### src/rtl/multi_dev_bridge.sv
// CPU-to-device bridge: decodes a 16-byte window per device, runs one access at a time
// through IDLE/ACCESS/RESP with a bounded ack wait, and registers the device interrupt lines.
module multi_dev_bridge #(
  parameter int unsigned NDEV    = 4,
  parameter logic [27:0] BASE_HI = 28'h00007F0,
  parameter int unsigned TIMEOUT = 8
) (
  input  logic                 clk,
  input  logic                 reset_n,
  input  logic                 PrReq,
  input  logic [31:0]          PrAddr,
  input  logic [31:0]          PrWD,
  input  logic                 WeCPU,
  output logic [31:0]          PrRD,
  output logic                 PrReady,
  output logic                 PrErr,
  output logic [31:0]          DEV_Addr,
  output logic [31:0]          DEV_WD,
  output logic                 DEV_We,
  output logic [NDEV-1:0]      DEV_Sel,
  input  logic [32*NDEV-1:0]   DEV_RD,
  input  logic [NDEV-1:0]      DEV_Ack,
  input  logic [NDEV-1:0]      DEV_Irq,
  output logic [NDEV-1:0]      IrqOut
);

  localparam int unsigned CW = $clog2(TIMEOUT + 1);

  typedef enum logic [1:0] {IDLE, ACCESS, RESP} state_t;

  state_t            state_q, state_d;
  logic [CW-1:0]     cnt_q, cnt_d;
  logic [31:0]       rd_q, rd_d;
  logic              rdy_q, rdy_d;
  logic              err_q, err_d;
  logic [31:0]       addr_q, addr_d;
  logic [31:0]       wd_q, wd_d;
  logic              we_q, we_d;
  logic [NDEV-1:0]   sel_q, sel_d;
  logic [NDEV-1:0]   irq_q;

  logic [NDEV-1:0]   hit_sel;
  logic              ack_sel;
  logic [31:0]       rd_sel;

  always_comb begin
    hit_sel = '0;
    for (int unsigned i = 0; i < NDEV; i++) begin
      if (PrAddr[31:4] == BASE_HI + 28'(i)) hit_sel[i] = 1'b1;
    end
  end

  // Only the selected device's ack and data matter; others are masked by sel_q.
  always_comb begin
    ack_sel = |(DEV_Ack & sel_q);
    rd_sel  = '0;
    for (int unsigned i = 0; i < NDEV; i++) begin
      if (sel_q[i]) rd_sel = DEV_RD[32*i +: 32];
    end
  end

  always_comb begin
    state_d = state_q;
    cnt_d   = cnt_q;
    rd_d    = rd_q;
    rdy_d   = 1'b0;
    err_d   = 1'b0;
    addr_d  = addr_q;
    wd_d    = wd_q;
    we_d    = we_q;
    sel_d   = sel_q;
    case (state_q)
      IDLE: begin
        sel_d = '0;
        if (PrReq) begin
          addr_d = PrAddr;
          wd_d   = PrWD;
          we_d   = WeCPU;
          if (|hit_sel) begin
            sel_d   = hit_sel;
            cnt_d   = '0;
            state_d = ACCESS;
          end else begin
            rdy_d   = 1'b1;
            err_d   = 1'b1;
            rd_d    = '0;
            state_d = RESP;
          end
        end
      end
      ACCESS: begin
        if (ack_sel) begin
          rdy_d   = 1'b1;
          rd_d    = we_q ? 32'h0 : rd_sel;
          sel_d   = '0;
          state_d = RESP;
        end else if (cnt_q == CW'(TIMEOUT - 1)) begin
          rdy_d   = 1'b1;
          err_d   = 1'b1;
          rd_d    = '0;
          sel_d   = '0;
          state_d = RESP;
        end else begin
          cnt_d = cnt_q + CW'(1);
        end
      end
      RESP: begin
        sel_d   = '0;
        state_d = IDLE;
      end
      default: begin
        sel_d   = '0;
        state_d = IDLE;
      end
    endcase
  end

  always_ff @(posedge clk or negedge reset_n) begin
    if (!reset_n) begin
      state_q <= IDLE;
      cnt_q   <= '0;
      rd_q    <= '0;
      rdy_q   <= 1'b0;
      err_q   <= 1'b0;
      addr_q  <= '0;
      wd_q    <= '0;
      we_q    <= 1'b0;
      sel_q   <= '0;
      irq_q   <= '0;
    end else begin
      state_q <= state_d;
      cnt_q   <= cnt_d;
      rd_q    <= rd_d;
      rdy_q   <= rdy_d;
      err_q   <= err_d;
      addr_q  <= addr_d;
      wd_q    <= wd_d;
      we_q    <= we_d;
      sel_q   <= sel_d;
      irq_q   <= DEV_Irq;
    end
  end

  assign PrRD     = rd_q;
  assign PrReady  = rdy_q;
  assign PrErr    = err_q;
  assign DEV_Addr = addr_q;
  assign DEV_WD   = wd_q;
  assign DEV_We   = we_q;
  assign DEV_Sel  = sel_q;
  assign IrqOut   = irq_q;

endmodule

### config.mk
export PLATFORM = sky130hd
export DESIGN_NAME = multi_dev_bridge
export DESIGN_NICKNAME = d
export VERILOG_FILES = /design/src/rtl/multi_dev_bridge.sv
export SDC_FILE = /design/constraint.sdc
export NUM_CORES = 1
export LEC_CHECK = 0
export BUFFER_PORTS_ARGS = -buffer_cell sky130_fd_sc_hd__buf_4
export CELL_PAD_IN_SITES_DETAIL_PLACEMENT = 1
export CELL_PAD_IN_SITES_GLOBAL_PLACEMENT = 2
export CORE_MARGIN = 2
export CORE_UTILIZATION = 28
export CTS_CLUSTER_DIAMETER = 60
export DETAILED_ROUTE_END_ITERATION = 16
export GPL_ROUTABILITY_DRIVEN = 0
export HOLD_SLACK_MARGIN = 0.02
export PLACE_DENSITY = 0.92
export SLEW_MARGIN = 10
export SYNTH_ARGS = -nofsm -noshare
export SYNTH_HDL_FRONTEND = slang
export SYNTH_SLANG_ARGS = --single-unit
### constraint.sdc
create_clock -name clk -period 3.3 [get_ports clk]
set_clock_uncertainty 0.15 [all_clocks]
set_input_delay 0.495 -clock clk [delete_from_list [all_inputs] [get_ports clk]]
set_output_delay 0.495 -clock clk [all_outputs]
set_load 0.01 [all_outputs]
; ---- Yosys cells after proc, flatten, opt, wreduce, memory -nomap -nowiden
; Index checks and enable logic that the tools add are counted.
[totals]
regBits = 113
inputBits = 204
wordCells = 68
[op_classes]
add_sub_neg = 1
eq_ne = 12
muxes = 36
bitwise_logic = 1
n_reduce_logical = 8
[op_table]
columns = operator, n
row1 = $mux W32, 9
row2 = $eq A28 B11 Y1 const B, 4
row3 = $pmux W32 S2, 1
row4 = $mux W4, 8
row5 = $pmux W4 S2, 2
row6 = $ne A2 B2 Y1 const B, 5
row7 = $mux W1, 9
row8 = $mux W2, 4
row9 = $reduce_or A4 Y1, 2
row10 = $reduce_and A5 Y1, 1
row11 = $add A4 B1 Y4 const B, 1
row12 = $and A4 B4 Y4, 1
row13 = $eq A4 B3 Y1 const B, 1
row14 = $pmux W1 S2, 2
row15 = $pmux W2 S2, 1
row16 = $reduce_and A2 Y1, 2
row17 = $reduce_and A4 Y1, 1
row18 = $ne A3 B3 Y1 const B, 1
row19 = $eq A2 B1 Y1 const B, 1
row20 = $logic_not A2 Y1, 1
row21 = $reduce_bool A2 Y1, 1

; ---- Depth between registers and ports, before layout
[logic_depth]
ltp_word = 7
mapped_depth = 6
ltp_nobuf = 5

; ---- Worst setup path before layout
; OpenSTA, ideal clock, no wires.
[synth_path]
path_kind = input -> register
startpoint = in PrReq
endpoint = reg addr_q[0], in the netlist DEV_Addr[0]
setup_time_ps = 125
t_arrival_ps = 1537
path_slack_ps = 1488
stages = 4
cell_sequence = nor3b_2 buf_2 buf_4 mux2_2
[synth_between]
elab_chain_len = 1
[synth_rtl]
columns = item, line
row1 = "start, declared", 10  ; input logic PrReq,
row2 = $reduce_and A2 Y1 (no source line), -
row3 = "end signal, assigned", 136  ; addr_q <= addr_d;
row4 = "end, declared", 36  ; logic [31:0] addr_q, addr_d;
; No other way between the ends.
; A chain may end at the register's enable or synchronous reset.

; ---- Final worst setup path
[layout_path]
startpoint = reg sel_q[1], in the netlist DEV_Sel[1]
endpoint = reg rd_q[0], in the netlist PrRD[0]
[layout_between]
elab_chain_len = 6
elab_cells_between_ends = 10
[layout_rtl]
columns = item, line
row1 = "start, declared", 39  ; logic [NDEV-1:0] sel_q, sel_d;
row2 = "start signal, assigned", 139  ; sel_q <= sel_d;
row3 = $mux W32 (3 in a row), 58  ; if (sel_q[i]) rd_sel = DEV_RD[32*i +: 32];
row4 = $mux W32, 94  ; rd_d = we_q ? 32'h0 : rd_sel;
row5 = $mux W32, 92  ; if (ack_sel) begin
row6 = $pmux W32 S2, 72  ; case (state_q)
row7 = "end signal, assigned", 133  ; rd_q <= rd_d;
row8 = "end, declared", 33  ; logic [31:0] rd_q, rd_d;
; Several ways; a longest one is shown, not always the timed one.

==> flow_metrics.py <==
metrics = {
    "status": {
        "status": "complete, no violations",
    },
    "clock_network": {
        "cts_max_level": 4,
        "cts_inserted_buffers": 17,
        "insertion_delay_ns": 0.41,
        "post-cts-setup-buffers": 0,
        "clk_path_buf_depth": 2,
        "clk_pin_slew_worst_paths_ns": 0.06,
        "cts_sinks": 113,
        "cts-root-buf": "clkbuf_16",
        "cts_tree": "yes",
        "cts_resized": 0,
    },
    "critical_path": {
        "worstSetupEndpointType": "flop",
        "crit_path_start_kind": "flop",
        "crit_buf_inv": 2,
        "cp_max_fo": 36,
        "critPathRequiredTime_ns": 3.44,
        "timing.rr.start": "DEV_Sel[1]",
        "r2r_setup_slack_ns": 1.06,
        "cp_top_family": "compound AO/OA/AOI/OAI gates",
        "cp_slowest_cell": "a221oi_1",
        "crit-reg2reg-capture": "PrRD[0]",
        "worstSetupPathDepth": 6,
        "crit_top_cell": "buf_4",
        "max_stage_delay_ns": 0.50,
        "cp.arrival_ns": 2.37,
        "worstSetupPathType": "flop to flop",
        "cp_cell_sequence": "buf_4, nor2b_2, buf_4, a221oi_1, o31ai_1, a32o_1",
        "r2r.worst_path.cells": 6,
    },
    "cells_and_area": {
        "area_growth_pct": 58.5,
        "final_util_pct": 45.1,
        "final_area_sq_mm": 0.00841,
        "nets": 938,
        "drive_gt1_share_pct": 57.4,
        "num_antenna_cells": 0,
        "layout.cells.non_filler": 980,
    },
    "yosys": {
        "synth_seq_cells": 113,
        "yosysTopAreaCell": "dfrtp_1",
        "synth_area_sq_mm": 0.00531,
        "syn_area_per_cell_sq_um": 12.4,
        "synth_top_area_share_pct": 53.3,
        "syn_inst": 428,
        "synth_area_leaders": "dfrtp_1 53%, mux2_2 14%, a32o_1 6.8%, a221oi_1 5.1%, o31ai_1 4.4%",
        "synth_warnings": 0,
        "ys_types": 37,
        "synth.net_count": 633,
        "seq_area_frac_synth_pct": 53.3,
    },
    "floorplan": {
        "fp.dieW_um": 142,
        "core_area_sq_mm": 0.0186,
        "start_util_pct": 28.5,
        "io_pins": 311,
        "fp.dieArea_sq_mm": 0.0201,
        "die_h_um": 142,
        "num_rows": 50,
    },
    "timing": {
        "drv_slew": 0,
        "max_freq_mhz": 447,
        "setup_slack_ns": 1.06,
        "finalSetupViolCount": 0,
        "timing.final.hold_violations": 0,
        "worst_slew_pin_slew_ns": 0.671,
        "slew_headroom_pct": 55.3,
        "rsz0062_at_grt": "no",
        "hold_ws_ns": 0.0544,
        "period_needed_ns": 2.24,
        "finalSetupTns_ns": 0,
        "period_share_pct": 67.8,
    },
    "grt": {
        "grt_pass1_vias": 5375,
        "track_usage_pct": 18.3,
        "grt_remaining_overflow": 0,
        "grt_max_degree": 67,
        "antenna_found_initial": 0,
        "grt_pass1_wl_mm": 29.0,
    },
    "power": {
        "powerDensity_mw_per_mm2": 464,
        "p_leak_nw": 3.89,
        "vdd_drop_max_uv": 317,
        "power.total_mw": 3.90,
    },
    "placement": {
        "place_ws_ns": 0.918,
        "dpl.hpwl_mm": 14.1,
        "placed_area_sq_mm": 0.00784,
        "dp.cells": 944,
        "port_buffers": 310,
    },
    "min_path": {
        "hold_depth": 1,
        "min_path_type": "input pin to flop",
        "hold_end": "IrqOut[3]",
        "min_from": "DEV_Irq[3]",
    },
    "detailed_routing": {
        "drt_pass1_iterations": 5,
        "routed_wl_mm": 18.8,
        "antenna_left": 0,
        "viasPerCell": 5.02,
        "drc": 0,
        "vias": 4919,
        "wl_per_cell_um": 19.2,
        "drt_iter0_markers": 128,
    },
    "run": {
        "drv_cap": 0,
    },
}
==> final cells by class <==
class / count / area (sq um)
multi-input cells: 274 / 2290
repair buffers: 324 / 2450
well taps: 234 / 293
flip-flops and latches: 113 / 2830
inverters: 3 / 11.3
clock buffers: 18 / 429
fillers: 2049 / 10200
clock inverters: 14 / 109
==> Yosys cell counts, drive strengths merged <==
library cell,count
dfrtp,113
mux2,65
nand2,40
a32o,36
nor2b,32
a221oi,31
o31ai,31
buf,19
clkbuf,19
nand3,5
o21ai,5
a21oi,3
inv,3
nand3b,3
nor4,3
a22oi,2
and4b,2
nand2b,2
nand4,2
nor3b,2
o211ai,2
a22o,1
and2b,1
and4,1
ha,1
nor2,1
nor4b,1
or2,1
or3,1
==> flip-flops by register name, indices dropped and copies added, names as in the netlist, 2 cells and up <==
register	cells
DEV_Addr	32
DEV_Sel	4
state_q	2
PrRD	32
IrqOut	4
cnt_q	4
DEV_WD	32
==> cell families (layout without fill, tap and decap cells) <==
family,count (synthesis),count (layout),synth area share (%)
simple gates,97,97,10.7
fa+ha+maj,1,1,0.236
mux,65,65,13.8
buf+inv,41,359,3.91
flops,113,113,53.3
compound gates,111,111,18.1
==> where the power goes <==
part           leakage [nW]  total (mW)  internal [mW]  switching [mW]
clock                 0.249        1.64          0.965           0.679
combinational          2.23       0.676          0.414           0.262
sequential             1.41        1.58           1.51          0.0723
total                  3.89        3.90           2.89            1.01
==> what timing repair did <==
item	in CTS	in global routing
endpoints found under the hold margin	48	3
endpoints found under the setup margin	0	0
hold buffers	1	3
==> placed cells by master (no fill, tap or decap), types with 2 or more instances in the layout <==
cell and count:
clkinvlp_4 5, clkbuf_16 17, inv_6 3, a21oi_1 2, mux2_2 65, a32o_1 36, o21ai_0 4, nand2b_1 2
inv_1 3, dlygate4sd3_1 4, clkinv_2 2, nor3b_4 2, nand2_1 40, dfrtp_2 2, o211ai_1 2, clkinv_4 4
o31ai_1 31, dfrtp_1 111, nand3_1 4, buf_4 319, nand3b_1 3, nor4_1 3, nor2b_1 31, a221oi_1 31
and4b_1 2
==> metal layers <==
layer	vias to the layer above	track usage (%)	routed length, um
li1	2256	-	-
met1	2451	20.5	7200
met2	187	33.4	9870
met3	25	5.87	1410
met4	0	5.26	320
met5	-	0	0
==> how the worst max path moves through the flow <==
stage / from / to / slack, ns
4_1_cts: DEV_Sel[1] / PrRD[0] / 1.00
3_3_place_gp: PrAddr[23] / PrRD[7] / 0.94
5_1_grt: DEV_Sel[1] / PrRD[0] / 0.98
2_1_floorplan: PrReq / DEV_Addr[0] / 1.49
3_5_place_dp: PrAddr[23] / PrErr / 0.92
6_report: DEV_Sel[1] / PrRD[0] / 1.06
Note: power is estimated with default switching activity, not from simulation.
